--- src/rtl/branch_target_predictor.sv ---
// Direct-mapped branch target buffer with per-entry saturating direction counters.
// Combinational lookup for fetch, clocked update from execute, misprediction statistics.

module branch_target_predictor_entry #(
    parameter int ADDR_WIDTH   = 32,
    parameter int TAG_BITS     = 26,
    parameter int COUNTER_BITS = 2
) (
    input  logic                    clock,
    input  logic                    reset,
    input  logic                    flush,
    input  logic                    write,
    input  logic                    taken,
    input  logic [TAG_BITS-1:0]     write_tag,
    input  logic [ADDR_WIDTH-1:0]   write_target,
    output logic                    valid,
    output logic [TAG_BITS-1:0]     tag,
    output logic [ADDR_WIDTH-1:0]   target,
    output logic [COUNTER_BITS-1:0] ctr
);
    localparam logic [COUNTER_BITS-1:0] CTR_MAX  = '1;
    localparam logic [COUNTER_BITS-1:0] CTR_WEAK = COUNTER_BITS'(1) << (COUNTER_BITS - 1);

    logic hit;
    assign hit = valid && (tag == write_tag);

    // Only valid is reset; tag/target/ctr are don't-care while the entry is invalid.
    always_ff @(posedge clock) begin
        if (reset || flush) begin
            valid <= 1'b0;
        end else if (write) begin
            if (hit) begin
                if (taken) begin
                    if (ctr != CTR_MAX) ctr <= ctr + COUNTER_BITS'(1);
                    target <= write_target;
                end else if (ctr != '0) begin
                    ctr <= ctr - COUNTER_BITS'(1);
                end
            end else if (taken) begin
                valid  <= 1'b1;
                tag    <= write_tag;
                target <= write_target;
                ctr    <= CTR_WEAK;
            end
        end
    end
endmodule

module branch_target_predictor #(
    parameter int ADDR_WIDTH   = 32,
    parameter int INDEX_BITS   = 4,
    parameter int COUNTER_BITS = 2,
    parameter int TAG_BITS     = ADDR_WIDTH - INDEX_BITS - 2
) (
    input  logic                  clock,
    input  logic                  reset,
    input  logic [ADDR_WIDTH-1:0] lookup_pc,
    output logic                  predict_hit,
    output logic                  predict_taken,
    output logic [ADDR_WIDTH-1:0] predict_next_pc,
    input  logic                  update_valid,
    input  logic [ADDR_WIDTH-1:0] update_pc,
    input  logic                  update_taken,
    input  logic [ADDR_WIDTH-1:0] update_target,
    input  logic                  update_pred_taken,
    input  logic [ADDR_WIDTH-1:0] update_pred_target,
    input  logic                  flush,
    output logic                  mispredict,
    output logic [31:0]           branch_count,
    output logic [31:0]           mispredict_count
);
    localparam int ENTRIES = 1 << INDEX_BITS;

    logic [ENTRIES-1:0]                   ent_valid;
    logic [ENTRIES-1:0]                   ent_write;
    logic [ENTRIES-1:0][TAG_BITS-1:0]     ent_tag;
    logic [ENTRIES-1:0][ADDR_WIDTH-1:0]   ent_target;
    logic [ENTRIES-1:0][COUNTER_BITS-1:0] ent_ctr;

    logic [INDEX_BITS-1:0] lookup_idx, update_idx;
    logic [TAG_BITS-1:0]   lookup_tag, update_tag;
    logic                  miss_event;
    logic [31:0]           branch_next, mispredict_next;
    logic                  unused_pc_bits;

    assign lookup_idx     = lookup_pc[INDEX_BITS+1:2];
    assign lookup_tag     = lookup_pc[ADDR_WIDTH-1:INDEX_BITS+2];
    assign update_idx     = update_pc[INDEX_BITS+1:2];
    assign update_tag     = update_pc[ADDR_WIDTH-1:INDEX_BITS+2];
    assign unused_pc_bits = &{1'b0, update_pc[1:0]};

    for (genvar i = 0; i < ENTRIES; i++) begin : g_entry
        assign ent_write[i] = update_valid && (update_idx == INDEX_BITS'(i));

        branch_target_predictor_entry #(
            .ADDR_WIDTH  (ADDR_WIDTH),
            .TAG_BITS    (TAG_BITS),
            .COUNTER_BITS(COUNTER_BITS)
        ) u_entry (
            .clock       (clock),
            .reset       (reset),
            .flush       (flush),
            .write       (ent_write[i]),
            .taken       (update_taken),
            .write_tag   (update_tag),
            .write_target(update_target),
            .valid       (ent_valid[i]),
            .tag         (ent_tag[i]),
            .target      (ent_target[i]),
            .ctr         (ent_ctr[i])
        );
    end

    // Counter MSB set is exactly ctr >= 2^(COUNTER_BITS-1).
    assign predict_hit     = ent_valid[lookup_idx] && (ent_tag[lookup_idx] == lookup_tag);
    assign predict_taken   = predict_hit && ent_ctr[lookup_idx][COUNTER_BITS-1];
    assign predict_next_pc = predict_taken ? ent_target[lookup_idx]
                                           : lookup_pc + ADDR_WIDTH'(4);

    assign miss_event = update_valid &&
                        ((update_taken != update_pred_taken) ||
                         (update_taken && (update_target != update_pred_target)));

    always_comb begin
        branch_next     = branch_count;
        mispredict_next = mispredict_count;
        if (update_valid && (branch_count != '1)) branch_next = branch_count + 32'd1;
        if (miss_event && (mispredict_count != '1)) mispredict_next = mispredict_count + 32'd1;
    end

    // Statistics are re-registered every cycle, even when unchanged.
    always_ff @(posedge clock) begin
        if (reset) begin
            mispredict       <= 1'b0;
            branch_count     <= '0;
            mispredict_count <= '0;
        end else begin
            mispredict       <= miss_event;
            branch_count     <= branch_next;
            mispredict_count <= mispredict_next;
        end
    end
endmodule

--- config.mk ---
export PLATFORM = sky130hd
export DESIGN_NAME = branch_target_predictor
export DESIGN_NICKNAME = d
export VERILOG_FILES = /design/src/rtl/branch_target_predictor.sv
export SDC_FILE = /design/constraint.sdc
export NUM_CORES = 2
export LEC_CHECK = 0
export CELL_PAD_IN_SITES_DETAIL_PLACEMENT = 0
export CELL_PAD_IN_SITES_GLOBAL_PLACEMENT = 1
export CORE_MARGIN = 3
export CORE_UTILIZATION = 52
export DETAILED_ROUTE_END_ITERATION = 7
export GPL_ROUTABILITY_DRIVEN = 0
export PLACE_DENSITY = 0.87
export SYNTH_ARGS = -nofsm -noshare
export SYNTH_HDL_FRONTEND = slang
export SYNTH_SLANG_ARGS = --single-unit
--- constraint.sdc ---
create_clock -name clock -period 6.29 [get_ports clock]
set_input_delay 1.258 -clock clock [delete_from_list [all_inputs] [get_ports clock]]
set_output_delay 1.258 -clock clock [all_outputs]
set_load 0.02 [all_outputs]
---- Word level (Yosys, flattened, before mapping) ----
Cells that the tools add are included.
word-level totals
  bits in registers ....................... 1041
  latch bits .............................. 0
  memory bits (writable) .................. 0
  ROM bits ................................ 0
  output and inout bits ................... 99
  memories ................................ 0
operators by class
  add/sub/neg operators ................... 35
  $mul .................................... 0
  div/mod/pow operators ................... 0
  order comparisons ....................... 1
  eq/ne operators ......................... 68
  shift operators ......................... 0
  muxes and demuxes ....................... 74
  bitwise gates (word level) .............. 17
  reductions and logical operators ........ 153
operators with widths
  cell                     count
  $eq A26 B26 Y1           17
  $mux W2                  66
  $bmux W32 S4             1
  $bmux W26 S4             1
  $reduce_and A3 Y1        32
  $reduce_bool A2 Y1       48
  $reduce_and A5 Y1        16
  $add A32 B1 Y32 const B  2
  $mux W32                 2
  $ne A32 B32 Y1 const B   2
  $reduce_and A4 Y1        16
  $ne A3 B3 Y1 const B     16
  $logic_and A1 B1 Y1      38
  $add A2 B1 Y2 const B    16
  $add A32 B3 Y32 const B  1
  $eq A4 B4 Y1 const B     8
  $ne A2 B2 Y1 const B     16
  $ne A32 B32 Y1           1
  $sub A2 B1 Y2 const B    16
  $mux W26                 1
  $not A1 Y1               17
  $eq A4 B3 Y1 const B     4
  $bmux W2 S4              1
  $eq A4 B2 Y1 const B     2
  other kinds (7)          8

---- Logic depth before layout (Yosys ltp) ----
  depth in word-level cells ............... 6
  gate-level depth with buffers ........... 13

---- Modules after synthesis ----
A second synthesis with hierarchy kept.
unflattened totals
  cell total of the unflattened synthesis .. 2990
  area, all modules ....................... 48154.9 sq um
by module, submodules not included
  module                         instances  cells each  area each (sq um)
  branch_target_predictor_entry  16         113         2198.4
  branch_target_predictor        1          1182        12981.2

---- Worst setup path after synthesis ----
Ideal clock, no wire load.
  path kind ............................... input port to output port
  start ................................... input port lookup_pc[2]
  end ..................................... output port predict_next_pc[13]
  data arrival time ....................... 4.006 ns
  setup slack ............................. 1.026 ns
  cell stages on the path ................. 9
  cell sequence ........................... buf_6 buf_6 buf_6 buf_4 clkbuf_1 buf_1 mux4_2 mux4_2 mux2_4
on the way
  word-level cells in the longest chain between the ends .. 6
  elaborated cells on any way between the ends .. 13
  classes of those cells .................. add/sub: 1; eq/ne: 1; mux: 9; reduce/logical: 2
ends and longest elaborated chain
  what                            line  text
  from (decl)                     57    input logic [ADDR_WIDTH-1:0] lookup_pc,
  $bmux W26 S4                    115   assign predict_hit = ent_valid[lookup_idx] && (ent_tag[lookup_idx] == lookup_tag);
  $mux W26 (not written as such)  115
  $eq A26 B26 Y1                  115
  $logic_and A1 B1 Y1             115
  $logic_and A1 B1 Y1             116   assign predict_taken = predict_hit && ent_ctr[lookup_idx][COUNTER_BITS-1];
  $mux W32 (*)                    117   assign predict_next_pc = predict_taken ? ent_target[lookup_idx]
  to (decl)                       60    output logic [ADDR_WIDTH-1:0] predict_next_pc,
Mark *: on every way between the ends. The rest lies on a longest branch, timed or not. The select of a mux whose other input is x is not followed.

---- Final worst setup path ----
  start ................................... input port lookup_pc[2]
  end ..................................... output port predict_taken
on the way
  word-level cells in the longest chain between the ends .. 5
  elaborated cells on any way between the ends .. 9
  classes of those cells .................. eq/ne: 1; mux: 6; reduce/logical: 2
ends and longest elaborated chain
  what                            line  text
  $bmux W26 S4                    115
  $mux W26 (not written as such)  115
  $eq A26 B26 Y1                  115
  $logic_and A1 B1 Y1             115
  $logic_and A1 B1 Y1 (*)         116
  to (decl)                       59    output logic predict_taken,
Marks and branches as above.

==> impl_metrics.json <==
{
  "synthFlopType": "edfxtp_1",
  "min_period_ns": 6.17,
  "path_cells": "buf_8 -> buf_12 -> buf_4 -> inv_1 -> buf_4 -> mux2i_1 -> mux2i_1 -> xnor2_1 -> o211ai_1 -> nor4_2 -> or2b_1 -> nor4_1 -> buf_4 -> clkdlybuf4s50_1",
  "nets": 3385,
  "worstPathArrival_ns": 4.91,
  "yosysWarningCount": 0,
  "ir_drop_mv": 0.309,
  "io_buffer_count": 230,
  "synth_top_area_share": 0.603,
  "total_leakage_power_nw": 17.7,
  "grt_start_max_net_pins": 84,
  "dieArea_sq_um": 95600,
  "rows": 110,
  "post-route-util": 0.615,
  "die_y_um": 309,
  "first_pass_iters": 6,
  "postLayoutCellArea_sq_um": 55700,
  "num_io_pins": 233,
  "grt_usage": 0.296,
  "dpl-instance-area_sq_um": 52100,
  "final_max_slew_viol_count": 0,
  "postSynthCellCount": 2927,
  "hold_viol_final": 0,
  "yosysSeqAreaShare": 0.637,
  "final_layout_size_suffix_gt1_frac": 0.206,
  "drv_cap": 0,
  "via_per_inst": 6.48,
  "numClockSinks": 1041,
  "crit_slowest_cell": "clkdlybuf4s50_1",
  "synth_xor_area_frac": 0.104,
  "path_class": "in2out",
  "tns_ns": 0,
  "timing.final.crit_share": 0.980,
  "root_buffer": "clkbuf_16",
  "synthArstFlopShare": 0,
  "worst_hold_slack_ns": 0.512,
  "avgSynthCellArea_sq_um": 16.3,
  "critPathCaptureType": "output port",
  "startpoint_type": "primary input",
  "synth.most_common_cell": "edfxtp_1",
  "hpwl_um": 93700,
  "antenna_found_initial": 7,
  "netlist_top_cells_count": "edfxtp_1, xnor2_1, mux4_2, nand4_1, clkbuf_1",
  "worstPathRequired_ns": 5.03,
  "p_per_area_nw_per_um2": 273,
  "hold_class": "reg2reg",
  "fmax_ghz": 0.162,
  "h-tree-depth": 3,
  "synth-adder-area-share": 0.000785,
  "num_vias": 29300,
  "ys_ff_latch": 1041,
  "finalPower_w": 0.0152,
  "coreArea_sq_um": 90600,
  "numCtsBuffers": 107,
  "yosysTopAreaCell": "edfxtp_1",
  "cp_max_fo": 22,
  "synth_top_family_by_area": "multiplexers",
  "clockBufferDepth": 3,
  "synth.area.mux_share": 0.149,
  "wirelength_um": 141000,
  "die_x_um": 309,
  "cts_tree": "yes",
  "cts_setup_buffers": 0,
  "clkTransAtPathRegs_ns": 0.05,
  "max_slew_margin": 0.107,
  "crit_top_cell": "buf_4",
  "worstSkewPairLatency_ns": 0.72,
  "synth.distinct_cells": 74,
  "wire_per_inst_um": 31.3,
  "rsz0062_at_grt": "no",
  "drtAntennaViolNets": 0,
  "grt_pass1_vias": 29500,
  "synth-simple-area-share": 0.0660,
  "setup_viol": 0,
  "grt_overflow": 0,
  "run_status": "finished clean",
  "start_util": 0.528,
  "clock_skew_ns": 0.0778,
  "synthTopCellsByArea": "edfxtp_1, mux4_2, xnor2_1, dfxtp_1, nand4_1",
  "synth_compound_area_frac": 0.0238,
  "synth.cell_area_sq_um": 47800,
  "drc": 0,
  "drt-initial-drc-count": 4025,
  "grt_pass1_wl_um": 204000,
  "syn_nets": 3064,
  "synth_edf_count": 960,
  "critPathMaxStageDelay_ns": 0.60,
  "syn2layout_area_growth_pct": 16.6,
  "worst_pin_slew_ns": 1.33
}
-- layout by cell type, fill, tap and decap left out, types with 74 or more instances in the layout --
| master | Yosys | layout |
|---|---|---|
| clkbuf_16 | 0 | 107 |
| buf_4 | 15 | 140 |
| nand4_1 | 137 | 137 |
| mux4_2 | 248 | 248 |
| clkdlybuf4s50_1 | 0 | 208 |
| nor2_1 | 101 | 85 |
| nand3_1 | 74 | 74 |
| dfxtp_1 | 81 | 81 |
| xnor2_1 | 514 | 514 |
| edfxtp_1 | 960 | 960 |
-- timing repair --
action,4_1_cts,5_1_grt
endpoints found under the setup margin,0,33
hold buffers,0,0
gates resized for setup,0,6
-- final cells by class --
cell class              instances  area [sq um]
diodes                          4          10.0
clock buffers                 135          2840
clock inverters                64           753
fillers                      6414         34900
inverters                      24          91.3
multi-input cells            1696         16600
flip-flops and latches       1041         30400
well taps                    1176          1470
repair buffers                378          3450
-- worst paths after layout --
| path | startpoint | to | slack, ns | cells after the start |
|---|---|---|---|---|
| worst max-delay path | lookup_pc[2] | predict_taken | 0.12 | 14 |
| worst max register to register | mispredict_count[3]$_SDFFE_PP0P_ | mispredict_count[29]$_SDFFE_PP0P_ | 2.94 | 9 |
| worst min-delay path | mispredict_count[28]$_SDFFE_PP0P_ | mispredict_count[28]$_SDFFE_PP0P_ | 0.51 | 2 |
| worst min register to register | mispredict_count[28]$_SDFFE_PP0P_ | mispredict_count[28]$_SDFFE_PP0P_ | 0.51 | 2 |
-- registers in the layout (all words and copies together), names as in the netlist --
name	cells
branch_count	32
g_entry.u_entry.ctr	32
g_entry.u_entry.tag	416
g_entry.u_entry.target	512
g_entry.u_entry.valid	16
mispredict	1
mispredict_count	32
-- metal layers --
metal,track usage,part of all wire
met1,0.405,0.37
met2,0.473,0.48
met3,0.0559,0.11
met4,0.120,0.042
met5,0.00297,0.00042
-- worst max-delay path, delay by kind of cell --
kind | cells | cell delay, ns
mux | 2 | 0.62
simple gates | 3 | 1.00
compound gates | 1 | 0.12
xor+xnor | 1 | 0.17
buf+inv | 7 | 1.67
-- through the flow --
stage | std cells | worst slack, ns
final | 4518 | 0.123
after global routing | 4518 | 0.0224
after CTS | 4514 | 0.0506
after detailed placement | 4315 | 0.0611
after global placement | 4315 | 0.0435
after floorplan | 2927 | 1.03
-- where the power goes --
part	total, W	internal [W]	switching, W	leakage [nW]
Combinational	0.00118	0.000495	0.000689	6.62
Sequential	0.00759	0.00758	0.0000156	9.36
Clock	0.00646	0.00368	0.00277	1.74
Total	0.0152	0.0118	0.00348	17.7
-- cell families (layout without fill, tap and decap cells) --
family                   count (synthesis)  in the layout
AO/OA/AOI/OAI                          165            165
multiplexers                           381            381
other                                    0              4
AND/OR/NAND/NOR                        578            578
adder cells (fa/ha/maj)                  3              3
XOR/XNOR                               569            569
buffers and inverters                  190            601
flip-flops                            1041           1041
(Power assumes the default switching activity.)
==> edit: new RTL, same settings <==
Put one more register stage on the output `mispredict_count`, without a reset. The value now appears one clock later. The other outputs are not delayed to match.
--- a/src/rtl/branch_target_predictor.sv
+++ b/src/rtl/branch_target_predictor.sv
@@ -71,6 +71,8 @@
 );
     localparam int ENTRIES = 1 << INDEX_BITS;
 
+    logic [31:0] mispredict_count_s0;
+
     logic [ENTRIES-1:0]                   ent_valid;
     logic [ENTRIES-1:0]                   ent_write;
     logic [ENTRIES-1:0][TAG_BITS-1:0]     ent_tag;
@@ -123,9 +125,9 @@
 
     always_comb begin
         branch_next     = branch_count;
-        mispredict_next = mispredict_count;
+        mispredict_next = mispredict_count_s0;
         if (update_valid && (branch_count != '1)) branch_next = branch_count + 32'd1;
-        if (miss_event && (mispredict_count != '1)) mispredict_next = mispredict_count + 32'd1;
+        if (miss_event && (mispredict_count_s0 != '1)) mispredict_next = mispredict_count_s0 + 32'd1;
     end
 
     // Statistics are re-registered every cycle, even when unchanged.
@@ -133,12 +135,16 @@
         if (reset) begin
             mispredict       <= 1'b0;
             branch_count     <= '0;
-            mispredict_count <= '0;
+            mispredict_count_s0 <= '0;
         end else begin
             mispredict       <= miss_event;
             branch_count     <= branch_next;
-            mispredict_count <= mispredict_next;
+            mispredict_count_s0 <= mispredict_next;
         end
     end
+    always_ff @(posedge clock) begin
+        mispredict_count <= mispredict_count_s0;
+    end
+
 endmodule
 
Function: not settled (the Yosys comparison gave no result); the edit may change what the design does.
==> edit against the unedited design <==
  * Fmax shrank 0.82%
  * Routed wire length grew 4.0%
  * Sequential cell count grew 32
  * Synthesized area grew 1.1%
  * Global-route usage grew 0.55 points
  * Count of clock-buffer cells in the layout grew 2
  * Synthesized cell count grew 1.6%
  * Power grew 2.5%
  * Final area grew 1.6%
  * Worst setup slack lost 0.051 ns
==> edit: results (changes against the unedited design) <==
status: "finished, final reports clean"
crit_fanout: 32  # +45%
fin_skew_ns: 0.0268  # -0.0511 ns
timing.rr.start: "g_entry[14].u_entry.tag[19]"
fill_cells: 6577  # +2.5%
switching_power_mw: 3.52  # +1.1%
grt_pass1_vias: 29800  # +1.0%
synth_top_area_share_pct: 59.7  # -0.64 points
relSlewSlack_pct: 11.0  # +0.24 points
ys_top_cells_by_area: "edfxtp_1 60%, mux4_2 11%, xnor2_1 9.9%"
routed_via_density: 6.40  # -1.3%
antenna_found_initial: 5  # -2
cpPeakStageDelay_ns: 0.56  # -0.04 ns
ys_types: 64  # -14%
drive_gt1_share_pct: 19.9  # -0.74 points
wl_per_cell_um: 31.6  # +1.1%
grtUsageTotal_pct: 30.1  # +0.55 points
cp.arrival_ns: 4.96  # +0.05 ns
holdWs_ns: 0.379  # -0.133 ns
ys_seq_area_share_pct: 64.4  # +0.65 points
ys_top_cells_by_count: "960 x edfxtp_1, 546 x xnor2_1, 240 x mux4_2, 142 x nand4_1, 116 x nor2_1"
worstHoldStart: "mispredict_count_s0[18]"
drtPass1Iterations: 8  # +2
peakVddDrop_v: 0.000328  # +6.4%
io_buffers: 230  # unchanged
placed_cell_area_mm2: 0.0529  # +1.5%
final_nets: 3444  # +1.7%
fin_ws_ns: 0.0719  # -0.0512 ns
r2r_slack_ns: 2.56  # -0.38 ns
pre_cts_ws_ns: 0.0811  # +0.0200 ns
hpwl_um: 97300  # +3.8%
grt_max_degree: 73  # -13%
grt_pass1_wl_um: 211000  # +3.4%
drt_iter0_markers: 4357  # +8.2%
power.static_leakage_nw: 17.9  # +1.2%
## edit: changes by cell type after synthesis, sizes merged, moves of 8 or more
cell and delta:
xor2 -10, dfxtp +32, xnor2 +32, nor2 +15
mux4 -9, o21ai -11, clkbuf -9, buf +9
nand2 +8, mux2 -10, nor4 +14
## edit: cell type report
type,count,area [um^2],share of cell area (%)
flip-flops and latches,1073,31100,54.9
multi-input cells,1713,16600,29.3
repair buffers,389,3610,6.39
clock buffers,137,2870,5.08
well taps,1243,1560,2.75
clock inverters,66,788,1.39
inverters,23,87.6,0.155
diodes,2,5.00,0.00885
## edit: kinds of logic (layout without fill, tap and decap cells)
logic type	count (synthesis)	after routing	share of synthesized area, %
AND/OR/NAND/NOR	601	601	6.69
adder cells (fa/ha/maj)	3	3	0.0777
other	0	2	0
flip-flops	1073	1073	64.4
AO/OA/AOI/OAI	152	152	2.23
XOR/XNOR	591	591	10.7
buffers and inverters	189	615	1.76
multiplexers	366	366	14.2
## edit: power groups by stage
stage / registers [mW] / logic [mW] / clock network, mW
detailed placement: 7.95 / 1.19 / 0
floorplan: 7.95 / 0.655 / 0
finish: 7.80 / 1.22 / 6.60
global route: 7.79 / 1.27 / 6.93
CTS: 7.80 / 1.20 / 6.65
global placement: 7.94 / 1.17 / 0
## edit: through the flow
| step | instances | power, mW |
|---|---|---|
| after floorplan | 2975 | 8.60 |
| after global placement | 4441 | 9.11 |
| after detailed placement | 4441 | 9.13 |
| after CTS | 4644 | 15.6 |
| after global routing | 4644 | 16.0 |
| final | 4646 | 15.6 |
## edit: path summary, 6_finish.rpt
kind / end / cells after the start
min reg2reg: mispredict_count[18] / 0
min: mispredict_count[18] / 0
max reg2reg: g_entry[14].u_entry.ctr[1] / 6
max: predict_next_pc[20] / 13
## edit: critical path: cells and delay by family
family	cells	cell delay [ns]
and+or+nand+nor	2	0.57
muxes	2	0.44
buffers and inverters	5	1.36
AOI/OAI and AO/OA	4	1.24
## edit: routing by layer
layer / share of wire (%) / GRT usage, % / vias to the layer above
met4: 5.8 / 14.6 / 6
met2: 47 / 47.0 / 2062
met5: 0.031 / 0 / -
met1: 35 / 39.0 / 15000
met3: 12 / 8.85 / 424
li1: - / - / 12200
